### src/rtl/letter_entry_buffer.sv
// Letter entry buffer: stores normalised upper-case key codes into DEPTH slots and
// issues a redraw handshake per change. Optional macro DUP_REJECT_EN refuses duplicate letters.
module letter_entry_buffer #(
    parameter int DEPTH = 10
) (
    input  logic                 clock,
    input  logic                 reset,
    input  logic                 key_valid,
    input  logic [7:0]           key_code,
    input  logic                 backspace,
    input  logic                 draw_done,
    output logic [8*DEPTH-1:0]   letters,
    output logic [3:0]           letter_num,
    output logic                 draw_start,
    output logic                 busy,
    output logic                 full,
    output logic                 reject
);

    typedef enum logic [1:0] {
        ST_IDLE = 2'd0,
        ST_REQ  = 2'd1,
        ST_WAIT = 2'd2
    } state_t;

    localparam logic [3:0] DEPTH_C = 4'(DEPTH);

    function automatic logic key_legal(input logic [7:0] code);
        return ((code >= 8'h41) && (code <= 8'h5A)) ||
               ((code >= 8'h61) && (code <= 8'h7A));
    endfunction

    function automatic logic [7:0] key_norm(input logic [7:0] code);
        logic [7:0] res;
        if ((code >= 8'h61) && (code <= 8'h7A)) begin
            res = code - 8'h20;
        end else begin
            res = code;
        end
        return res;
    endfunction

    state_t      state_r;
    logic [7:0]  slot_r [DEPTH];
    logic [3:0]  count_r;
    logic        draw_start_r;
    logic        busy_r;
    logic        full_r;
    logic        reject_r;
    logic        pend_valid_r;
    logic        pend_del_r;
    logic [7:0]  pend_code_r;

    logic        in_any_s;
    logic        in_clash_s;
    logic        is_idle_s;
    logic        use_pend_s;
    logic        ev_valid_s;
    logic        ev_del_s;
    logic [7:0]  ev_code_s;
    logic [7:0]  ev_norm_s;
    logic        dup_s;
    logic        ev_store_ok_s;
    logic        ev_del_ok_s;
    logic        ev_refuse_s;
    logic        latch_req_s;
    logic        pend_free_s;
    logic        latch_ok_s;
    logic        drop_s;
    logic        reject_next_s;

    // Decode the incoming strobes; backspace has priority over a key in the same cycle.
    always_comb begin
        in_any_s   = key_valid | backspace;
        in_clash_s = key_valid & backspace;
        is_idle_s  = (state_r == ST_IDLE);
        use_pend_s = is_idle_s & pend_valid_r;
    end

    // Select the event to apply in IDLE: a held pending event beats a fresh strobe.
    always_comb begin
        ev_valid_s = is_idle_s & (pend_valid_r | in_any_s);
        if (pend_valid_r) begin
            ev_del_s  = pend_del_r;
            ev_code_s = pend_code_r;
        end else begin
            ev_del_s  = backspace;
            ev_code_s = key_code;
        end
        ev_norm_s = key_norm(ev_code_s);
    end

    // Duplicate detection; empty slots hold 0x00 which never matches a legal letter.
    always_comb begin
        dup_s = 1'b0;
`ifdef DUP_REJECT_EN
        for (int i = 0; i < DEPTH; i++) begin
            dup_s = dup_s | (slot_r[i] == ev_norm_s);
        end
`endif
    end

    // Accept/refuse decision and pending-register bookkeeping for this cycle.
    always_comb begin
        ev_store_ok_s = ev_valid_s & ~ev_del_s & key_legal(ev_code_s) &
                        (count_r != DEPTH_C) & ~dup_s;
        ev_del_ok_s   = ev_valid_s & ev_del_s & (count_r != 4'd0);
        ev_refuse_s   = ev_valid_s & ~(ev_store_ok_s | ev_del_ok_s);
        // A fresh strobe must be parked when busy or when the pending slot is being consumed.
        latch_req_s   = in_any_s & (~is_idle_s | use_pend_s);
        pend_free_s   = ~pend_valid_r | use_pend_s;
        latch_ok_s    = latch_req_s & pend_free_s;
        drop_s        = latch_req_s & ~pend_free_s;
        reject_next_s = ev_refuse_s | drop_s | in_clash_s;
    end

    // Main state machine, slot storage, pending register and registered outputs.
    always_ff @(posedge clock) begin
        if (reset) begin
            state_r      <= ST_IDLE;
            count_r      <= 4'd0;
            draw_start_r <= 1'b0;
            busy_r       <= 1'b0;
            full_r       <= 1'b0;
            reject_r     <= 1'b0;
            pend_valid_r <= 1'b0;
            pend_del_r   <= 1'b0;
            pend_code_r  <= 8'h00;
            for (int i = 0; i < DEPTH; i++) begin
                slot_r[i] <= 8'h00;
            end
        end else begin
            reject_r <= reject_next_s;

            if (latch_ok_s) begin
                pend_valid_r <= 1'b1;
                pend_del_r   <= backspace;
                pend_code_r  <= key_code;
            end else if (use_pend_s) begin
                pend_valid_r <= 1'b0;
            end else begin
                pend_valid_r <= pend_valid_r;
            end

            case (state_r)
                ST_IDLE: begin
                    if (ev_store_ok_s | ev_del_ok_s) begin
                        state_r      <= ST_REQ;
                        draw_start_r <= 1'b1;
                        busy_r       <= 1'b1;
                    end else begin
                        state_r      <= ST_IDLE;
                        draw_start_r <= 1'b0;
                        busy_r       <= 1'b0;
                    end
                end
                ST_REQ: begin
                    if (draw_done) begin
                        state_r      <= ST_WAIT;
                        draw_start_r <= 1'b0;
                    end else begin
                        state_r      <= ST_REQ;
                        draw_start_r <= 1'b1;
                    end
                    busy_r <= 1'b1;
                end
                ST_WAIT: begin
                    state_r      <= ST_IDLE;
                    draw_start_r <= 1'b0;
                    busy_r       <= 1'b0;
                end
                default: begin
                    state_r      <= ST_IDLE;
                    draw_start_r <= 1'b0;
                    busy_r       <= 1'b0;
                end
            endcase

            // Store writes slot count_r; delete clears slot count_r-1.
            for (int i = 0; i < DEPTH; i++) begin
                if (ev_store_ok_s && (count_r == 4'(i))) begin
                    slot_r[i] <= ev_norm_s;
                end else if (ev_del_ok_s && (count_r == 4'(i + 1))) begin
                    slot_r[i] <= 8'h00;
                end else begin
                    slot_r[i] <= slot_r[i];
                end
            end

            if (ev_store_ok_s) begin
                count_r <= count_r + 4'd1;
                full_r  <= ((count_r + 4'd1) == DEPTH_C);
            end else if (ev_del_ok_s) begin
                count_r <= count_r - 4'd1;
                full_r  <= 1'b0;
            end else begin
                count_r <= count_r;
                full_r  <= full_r;
            end
        end
    end

    for (genvar g = 0; g < DEPTH; g++) begin : g_pack
        assign letters[8*g +: 8] = slot_r[g];
    end

    assign letter_num = count_r;
    assign draw_start = draw_start_r;
    assign busy       = busy_r;
    assign full       = full_r;
    assign reject     = reject_r;

endmodule
### config.mk
export PLATFORM = sky130hd
export DESIGN_NAME = letter_entry_buffer
export DESIGN_NICKNAME = d
export VERILOG_FILES = /design/src/rtl/letter_entry_buffer.sv
export SDC_FILE = /design/constraint.sdc
export NUM_CORES = 1
export LEC_CHECK = 0
export ABC_AREA = 1
export BUFFER_PORTS_ARGS = -buffer_cell sky130_fd_sc_hd__buf_4
export CAP_MARGIN = 30
export CORE_ASPECT_RATIO = 1.4
export CORE_MARGIN = 4
export CORE_UTILIZATION = 50
export DETAILED_ROUTE_END_ITERATION = 8
export GPL_TIMING_DRIVEN = 0
export HOLD_SLACK_MARGIN = 0.06
export PLACE_DENSITY = 0.8
export REMOVE_ABC_BUFFERS = 1
export SETUP_SLACK_MARGIN = 0.02
export SLEW_MARGIN = 20
export SYNTH_ARGS = -nofsm -noshare
export SYNTH_HDL_FRONTEND = slang
export SYNTH_SLANG_ARGS = --single-unit
export TNS_END_PERCENT = 1
### constraint.sdc
create_clock -name clock -period 6.1 [get_ports clock]
set_input_delay 0.305 -clock clock [delete_from_list [all_inputs] [get_ports clock]]
set_output_delay 0.305 -clock clock [all_outputs]
set_load 0.02 [all_outputs]
==> impl_results.md, run 1 <==
* CP Cell Sequence: inv_2 > nand2_1 > nand2_1 > a21oi_2 > nand2_2 > nand2_4 > clkinv_2 > nand2_1 > nand3_1
* Via count at 3157
* CTS Hold Bufs at 0
* Die X-Extent at between 80 and 90 microns
* Post-Syn Instances at 412
* Router iterations before antenna repair at 5
* Synth unique cells at 32
* Largest net degree at the start of global routing at 26
* Cell Area, Synth at 4270 sq um
* M1 WL at 3470 microns
* Die area at 10100 sq um
* Setup TNS at 0 ps
* Total power at 2.34 mW
* Reg area at 2780 sq um
* Post-synth top cells: nor2_1, edfxtp_1, nand2_1, inv_1, dfxtp_1
* Most frequent cell after synthesis: nor2_1
* Max Slew Vio Count at 0
* Initial antenna violation count at 0
* CP Max Fanout at 15
* Post-route insts no fill at approximately 600
* Post-synth EDFFs at 80
* Maximum vdd drop at between 200 and 300 uV
* Num CTS Buffers at 9
* Clock skew at 5.43 ps
* Post-CTS setup buffer count at 0
* All-Layer GR Usage at 19.8%
* Register area share after synthesis at 65.2%
* Clock-pin slew on the worst setup and hold paths at roughly 60 ps
* CTS tree: yes
* Clk_lat worst skew at 340 ps
* Type of origin of the critical path: flip-flop
* Maxcap violations at 0
* CP Buf/Inv Count at 2
* Initial cell density of the core at 51.7%
* Clock root buffer: clkbuf_16
* Nets at 529
* Routed vias/inst at between 5 and 6
* HPWL Detailed at 6670 microns
* R2R depth at 9
* Top cell by count, worst path: nand2_1
* Fraction of registers with async set/reset at 0%
* Met3 wire len at 654 microns
* Hold depth at 3
* Worst hold slack at 188 ps
* Reg2reg start: pend_valid_r$_SDFFE_PP0P_
* CP max stage delay at 620 ps
* HP Class: input port to flip-flop
* Placed cells at 601
* Uppermost layer routed: met4
* H-tree depth at 3
* Finished Core Util at 65.0%
* Post-route DRC at 0
* Avg WL per Cell at 15.6 microns
* WHS Endpoint: state_r[1]$_SDFF_PP0_
* Share of layout cells above drive strength 1 at 28.3%
* Vias in the first global route at 3070
* Crit-path slowest cell: dfxtp_1
* PwrDens at 437 nW/um^2
* FILL cells at 662
* GP Congestion at around 0.91
* Worst Setup End Kind: flip-flop
* Endpoints failing hold at 0
* Kind of critical path: flip-flop to flip-flop
* Rel. slew slack at 41.4%
* RSZ-0062 raised after global routing: false
* Tmin final at a little under 3000 ps
* Wirelength, routed at about 9600 microns
* Reg2reg end: slot_r[6][5]$_SDFFCE_PP0P_
* IO Count at between 100 and 150
* Slew @ Worst Pin at 873 ps
* First-pass GRT wire length at 15400 microns
* Routed length on met2 at ~5300 microns
* Required @ worst endpoint at 6070 ps
* Crit share post-route at 48.8%
* Area of the multi-input gates at 1260 sq um
* Cell taking the most area after synthesis: edfxtp_1
* Status: complete, no violations
* Yosys warns at 0
* Std-Cell Rows at 39
* Post-Syn Area per Cell at around 10 sq um
* CP top delay family: simple AND/OR/NAND/NOR gates
* Max Clock Freq at 0.336 GHz
* Worst Hold Launch: draw_done
* Endpoints failing setup at 0
* Leak at 2.32 nW
* Flop2flop setup slack at 3120 ps
* Die Ht at roughly 120 microns
* Antenna-violating nets left at 0
* CTS Buffer Depth at 2
* Core box area at 8250 sq um
* Area Overhead vs Synth at 25.7%
* IO buf count at 100
* Ant. Diodes at 0
* Area share of the largest cell type after synthesis at 56.3%
* Dominant cells by area after synthesis: edfxtp_1, dfxtp_1, nor2_1
* Prevailing post-synth register cell: edfxtp_1
* Global route overflow at 0
* Post-cts sizing count at 0
* Worst Path Arrival at 2950 ps
* CTS sink cnt at 99
* Yosys reg bits at 99
* Starting DRT DRC Count at 311
[where the power goes]
part           internal (mW)  switching, mW
combinational          0.263          0.559
sequential             0.897         0.0694
clock                  0.316          0.240
[cell usage in the layout, fill, tap and decap left out, types with 6 or more instances in the layout]
cell / synthesis / final
nand2_2: 14 / 14
nand2_1: 64 / 64
edfxtp_1: 80 / 80
buf_4: 0 / 100
inv_1: 33 / 33
clkbuf_16: 0 / 9
nand3_1: 17 / 17
ha_1: 6 / 6
a21oi_1: 17 / 17
o21ai_0: 13 / 13
dfxtp_1: 19 / 19
nor2_1: 99 / 99
[tightest hold or removal path, delay by kind of cell]
kind	cells	cell delay [ps]
AND/OR/NAND/NOR	2	100
buffers and inverters	1	80
[logic make-up (layout without fill, tap and decap cells)]
kind of cell / after synthesis / count (layout) / synth area share [%]
buf+inv: 52 / 155 / 5.28
fa+ha+maj: 6 / 6 / 1.76
compound gates: 43 / 43 / 5.92
flops: 99 / 99 / 65.2
xor+xnor: 3 / 3 / 0.616
other cells: 1 / 1 / 0.0879
simple gates: 208 / 208 / 21.1
[per-stage QoR]
| step | cell area [sq um] | setup slack (ps) |
|---|---|---|
| final | 5360 | 3120 |
| after global placement | 5070 | 3220 |
| after global routing | 5360 | 2880 |
| after detailed placement | 5070 | 3130 |
| after CTS | 5360 | 3110 |
| after floorplan | 4190 | 3830 |
[cell type report]
class,count,share of cell area (%)
Tap cell,102,2.38
Clock buffer,9,4.20
Timing Repair Buffer,100,14.0
Sequential cell,99,51.9
Clock inverter,7,1.28
Multi-Input combinational cell,261,23.5
Inverter,39,2.78
[sequential cells by signal, summed over array words and instances (netlist names)]
register and count:
busy 1, full 1, letter_num 4, pend_code_r 8, pend_del_r 1, pend_valid_r 1
reject 1, slot_r 80, state_r 2
[routing by layer]
layer / global-route usage, % / vias up
met5: 0 / -
met4: 7.13 / 0
met1: 21.7 / 1467
met3: 4.28 / 14
met2: 36.4 / 128
li1: - / 1548
[worst max-delay path by stage]
stage,depth (start not counted),from,slack (ps),to
after floorplan,8,pend_valid_r$_SDFFE_PP0P_,3830,slot_r[3][0]$_SDFFCE_PP0P_
after global routing,10,pend_valid_r$_SDFFE_PP0P_,2880,slot_r[9][1]$_SDFFCE_PP0P_
after CTS,8,pend_valid_r$_SDFFE_PP0P_,3110,slot_r[4][1]$_SDFFCE_PP0P_
after detailed placement,9,pend_valid_r$_SDFFE_PP0P_,3130,slot_r[4][0]$_SDFFCE_PP0P_
after global placement,10,pend_valid_r$_SDFFE_PP0P_,3220,slot_r[6][4]$_SDFFCE_PP0P_
final,9,pend_valid_r$_SDFFE_PP0P_,3120,slot_r[6][5]$_SDFFCE_PP0P_
(Power assumes the default switching activity.)
==> inputs of run 2 (changes only) <==
Clock period 6.1 ns to 3 ns, I/O delays scaled along.
==> impl_results.md, run 2 (synthesized netlist as in run 1, its figures left out) <==
* Most frequent cells in the layout: buf_4, nor2_1, edfxtp_1, nand2_1, inv_1 (unchanged)
* Placed cells at 601 (unchanged)
* Max reg flops at 80 (unchanged)
* Clock skew at 4.01 ps (was 5.43 ps)
* Top reg by flops: slot_r (unchanged)
* Post-Place Setup Slack at 33.0 ps (was 3130 ps)
* Met3 wire len at 700 microns (was 654 microns)
* IO buf count at 100 (unchanged)
* HP Class: input port to flip-flop (unchanged)
* Core box area at 8250 sq um (unchanged)
* Leak at 2.33 nW (was 2.32 nW)
* Clk_lat worst skew at 340 ps (about the same)
* Clock-pin slew on the worst setup and hold paths at 70 ps (was 60 ps)
* Die X-Extent at 86.1 microns (unchanged)
* Ant. Diodes at 0 (unchanged)
* Max Clock Freq at 0.358 GHz (was 0.336 GHz)
* NetSw at 1.76 mW (was 0.868 mW)
* Worst Path Arrival at 2770 ps (was 2950 ps)
* Nets at 531 (was 529)
* Status: complete, no violations (unchanged)
* Area Overhead vs Synth at 26.3% (was 25.7%)
* Uppermost layer routed: met4 (unchanged)
* Num CTS Buffers at 9 (unchanged)
* Endpoints failing hold at 0 (unchanged)
* Comb pwr share at 35.1% (about the same)
* Type of origin of the critical path: flip-flop (unchanged)
* Initial cell density of the core at 51.7% (unchanged)
* Int Pwr at 3.01 mW (was 1.48 mW)
* Avg WL per Cell at 15.6 microns (about the same)
* Largest net degree at the start of global routing at 26 (unchanged)
* Post-route insts no fill at 619 (was 617)
* Sequential power share at 41.2% (about the same)
* Initial antenna violation count at 0 (unchanged)
* CTS Buffer Depth at 2 (unchanged)
* Tmin final at 2790 ps (was 2980 ps)
* CTS sink cnt at 99 (unchanged)
* Kind of critical path: flip-flop to flip-flop (unchanged)
* PwrDens at 886 nW/um^2 (was 437 nW/um^2)
* Rel. slew slack at 40.2% (was 41.4%)
* Maxcap violations at 0 (unchanged)
* Antenna-violating nets left at 0 (unchanged)
* All-Layer GR Usage at 19.9% (was 19.8%)
* HPWL Detailed at 6670 microns (unchanged)
* Routed length on met2 at 5380 microns (was 5330 microns)
* GP Congestion at 0.913 (unchanged)
* Worst Setup End Kind: flip-flop (unchanged)
* Share of layout cells above drive strength 1 at 28.6% (was 28.3%)
* Std-Cell Rows at 39 (unchanged)
* Global route overflow at 0 (unchanged)
* M1 WL at 3410 microns (was 3470 microns)
* IO Count at 101 (unchanged)
* Hold depth at 2 (was 3)
* Max Slew Vio Count at 0 (unchanged)
* Slew @ Worst Pin at 892 ps (was 873 ps)
* Maximum vdd drop at 563 uV (was 272 uV)
* Die area at 10100 sq um (unchanged)
* Post-route DRC at 0 (unchanged)
* CP Max Fanout at 15 (unchanged)
* Via count at 3190 (was 3157)
* Routed vias/inst at 5.15 (was 5.12)
* Required @ worst endpoint at 2970 ps (was 6070 ps)
* Vias in the first global route at 3087 (was 3070)
* RSZ-0062 raised after global routing: false (unchanged)
* Setup ws final at 209 ps (was 3120 ps)
* Wirelength, routed at 9650 microns (was 9620 microns)
* CTS tree: yes (unchanged)
* Clock network power share at 23.7% (about the same)
* Switching Share at 37.0% (about the same)
* Crit share post-route at 93.0% (was 48.8%)
* Total power at 4.77 mW (was 2.34 mW)
* First-pass GRT wire length at 15400 microns (about the same)
* Endpoints failing setup at 0 (unchanged)
* Die Ht at 117 microns (unchanged)
* Setup TNS at 0 ps (unchanged)
* R2R depth at 8 (was 9)
* H-tree depth at 3 (unchanged)
* Starting DRT DRC Count at 269 (was 311)
* Post-CTS setup buffer count at 0 (unchanged)
* Router iterations before antenna repair at 4 (was 5)
* Commonest non-fill, non-tap cell in the layout: buf_4 (unchanged)
* Clock root buffer: clkbuf_16 (unchanged)
==> run 2: changes by cell type in the layout (fill, tap and decap cells not counted), sizes merged <==
cell         before  now
dlygate4sd3       0    2
clkinv            9    8
clkinvlp          1    2
==> run 2: final cells by class <==
type                            instances  area (sq um)
Sequential cell                        99          2780
Clock buffer                            9           225
Tap cell                              102           128
Fill cell                             661          2860
Multi-Input combinational cell        261          1260
Clock inverter                          7          68.8
Timing Repair Buffer                  102           771
Inverter                               39           153
==> run 2: per-layer routing <==
layer / global-route usage (%) / vias to the layer above
li1: - / 1546
met1: 21.8 / 1500
met2: 36.6 / 130
met3: 4.28 / 14
met4: 7.13 / 0
met5: 0 / -
==> run 2: timing repair <==
item / CTS / global route
resized for setup: 0 / 2
pin swaps: 0 / 0
hold buffers: 2 / 0
endpoints found under the setup margin: 23 / 80
hold endpoints to repair: 1 / 0
==> run 2: final timing paths <==
check                              start                          end  slack, ps
max            pend_valid_r$_SDFFE_PP0P_   slot_r[4][1]$_SDFFCE_PP0P_        210
min                                reset  pend_code_r[1]$_SDFFE_PP0P_         70
max reg2reg    pend_valid_r$_SDFFE_PP0P_   slot_r[4][1]$_SDFFCE_PP0P_        210
min reg2reg  pend_code_r[2]$_SDFFE_PP0P_  pend_code_r[2]$_SDFFE_PP0P_        460
==> run 2: metrics by stage <==
stage,utilization [%],hold WS [ps],cell area [sq um]
final,65.3,67.6,5390
after global routing,65.3,77.1,5390
after CTS,65.3,60.5,5380
after detailed placement,61.5,384,5070
after global placement,61.5,379,5070
after floorplan,-,219,4190
==> run 2: critical path, stage by stage, from the launching register on <==
cell and delay, ps:
dfxtp_2 480, inv_2 180, nand2_1 100, nand2_1 420
nand2_1 240, nor2_2 80, nor2_4 150, nand2_4 130
o21bai_1 620
==> run 2: power by group through the flow <==
| stage | Clock [mW] | Sequential (mW) | Combinational, mW |
|---|---|---|---|
| global placement | 0 | 1.99 | 1.61 |
| floorplan | 0 | 2.23 | 0.792 |
| detailed placement | 0 | 1.99 | 1.66 |
| global route | 1.19 | 2.00 | 1.84 |
| CTS | 1.14 | 1.97 | 1.67 |
| finish | 1.13 | 1.97 | 1.68 |
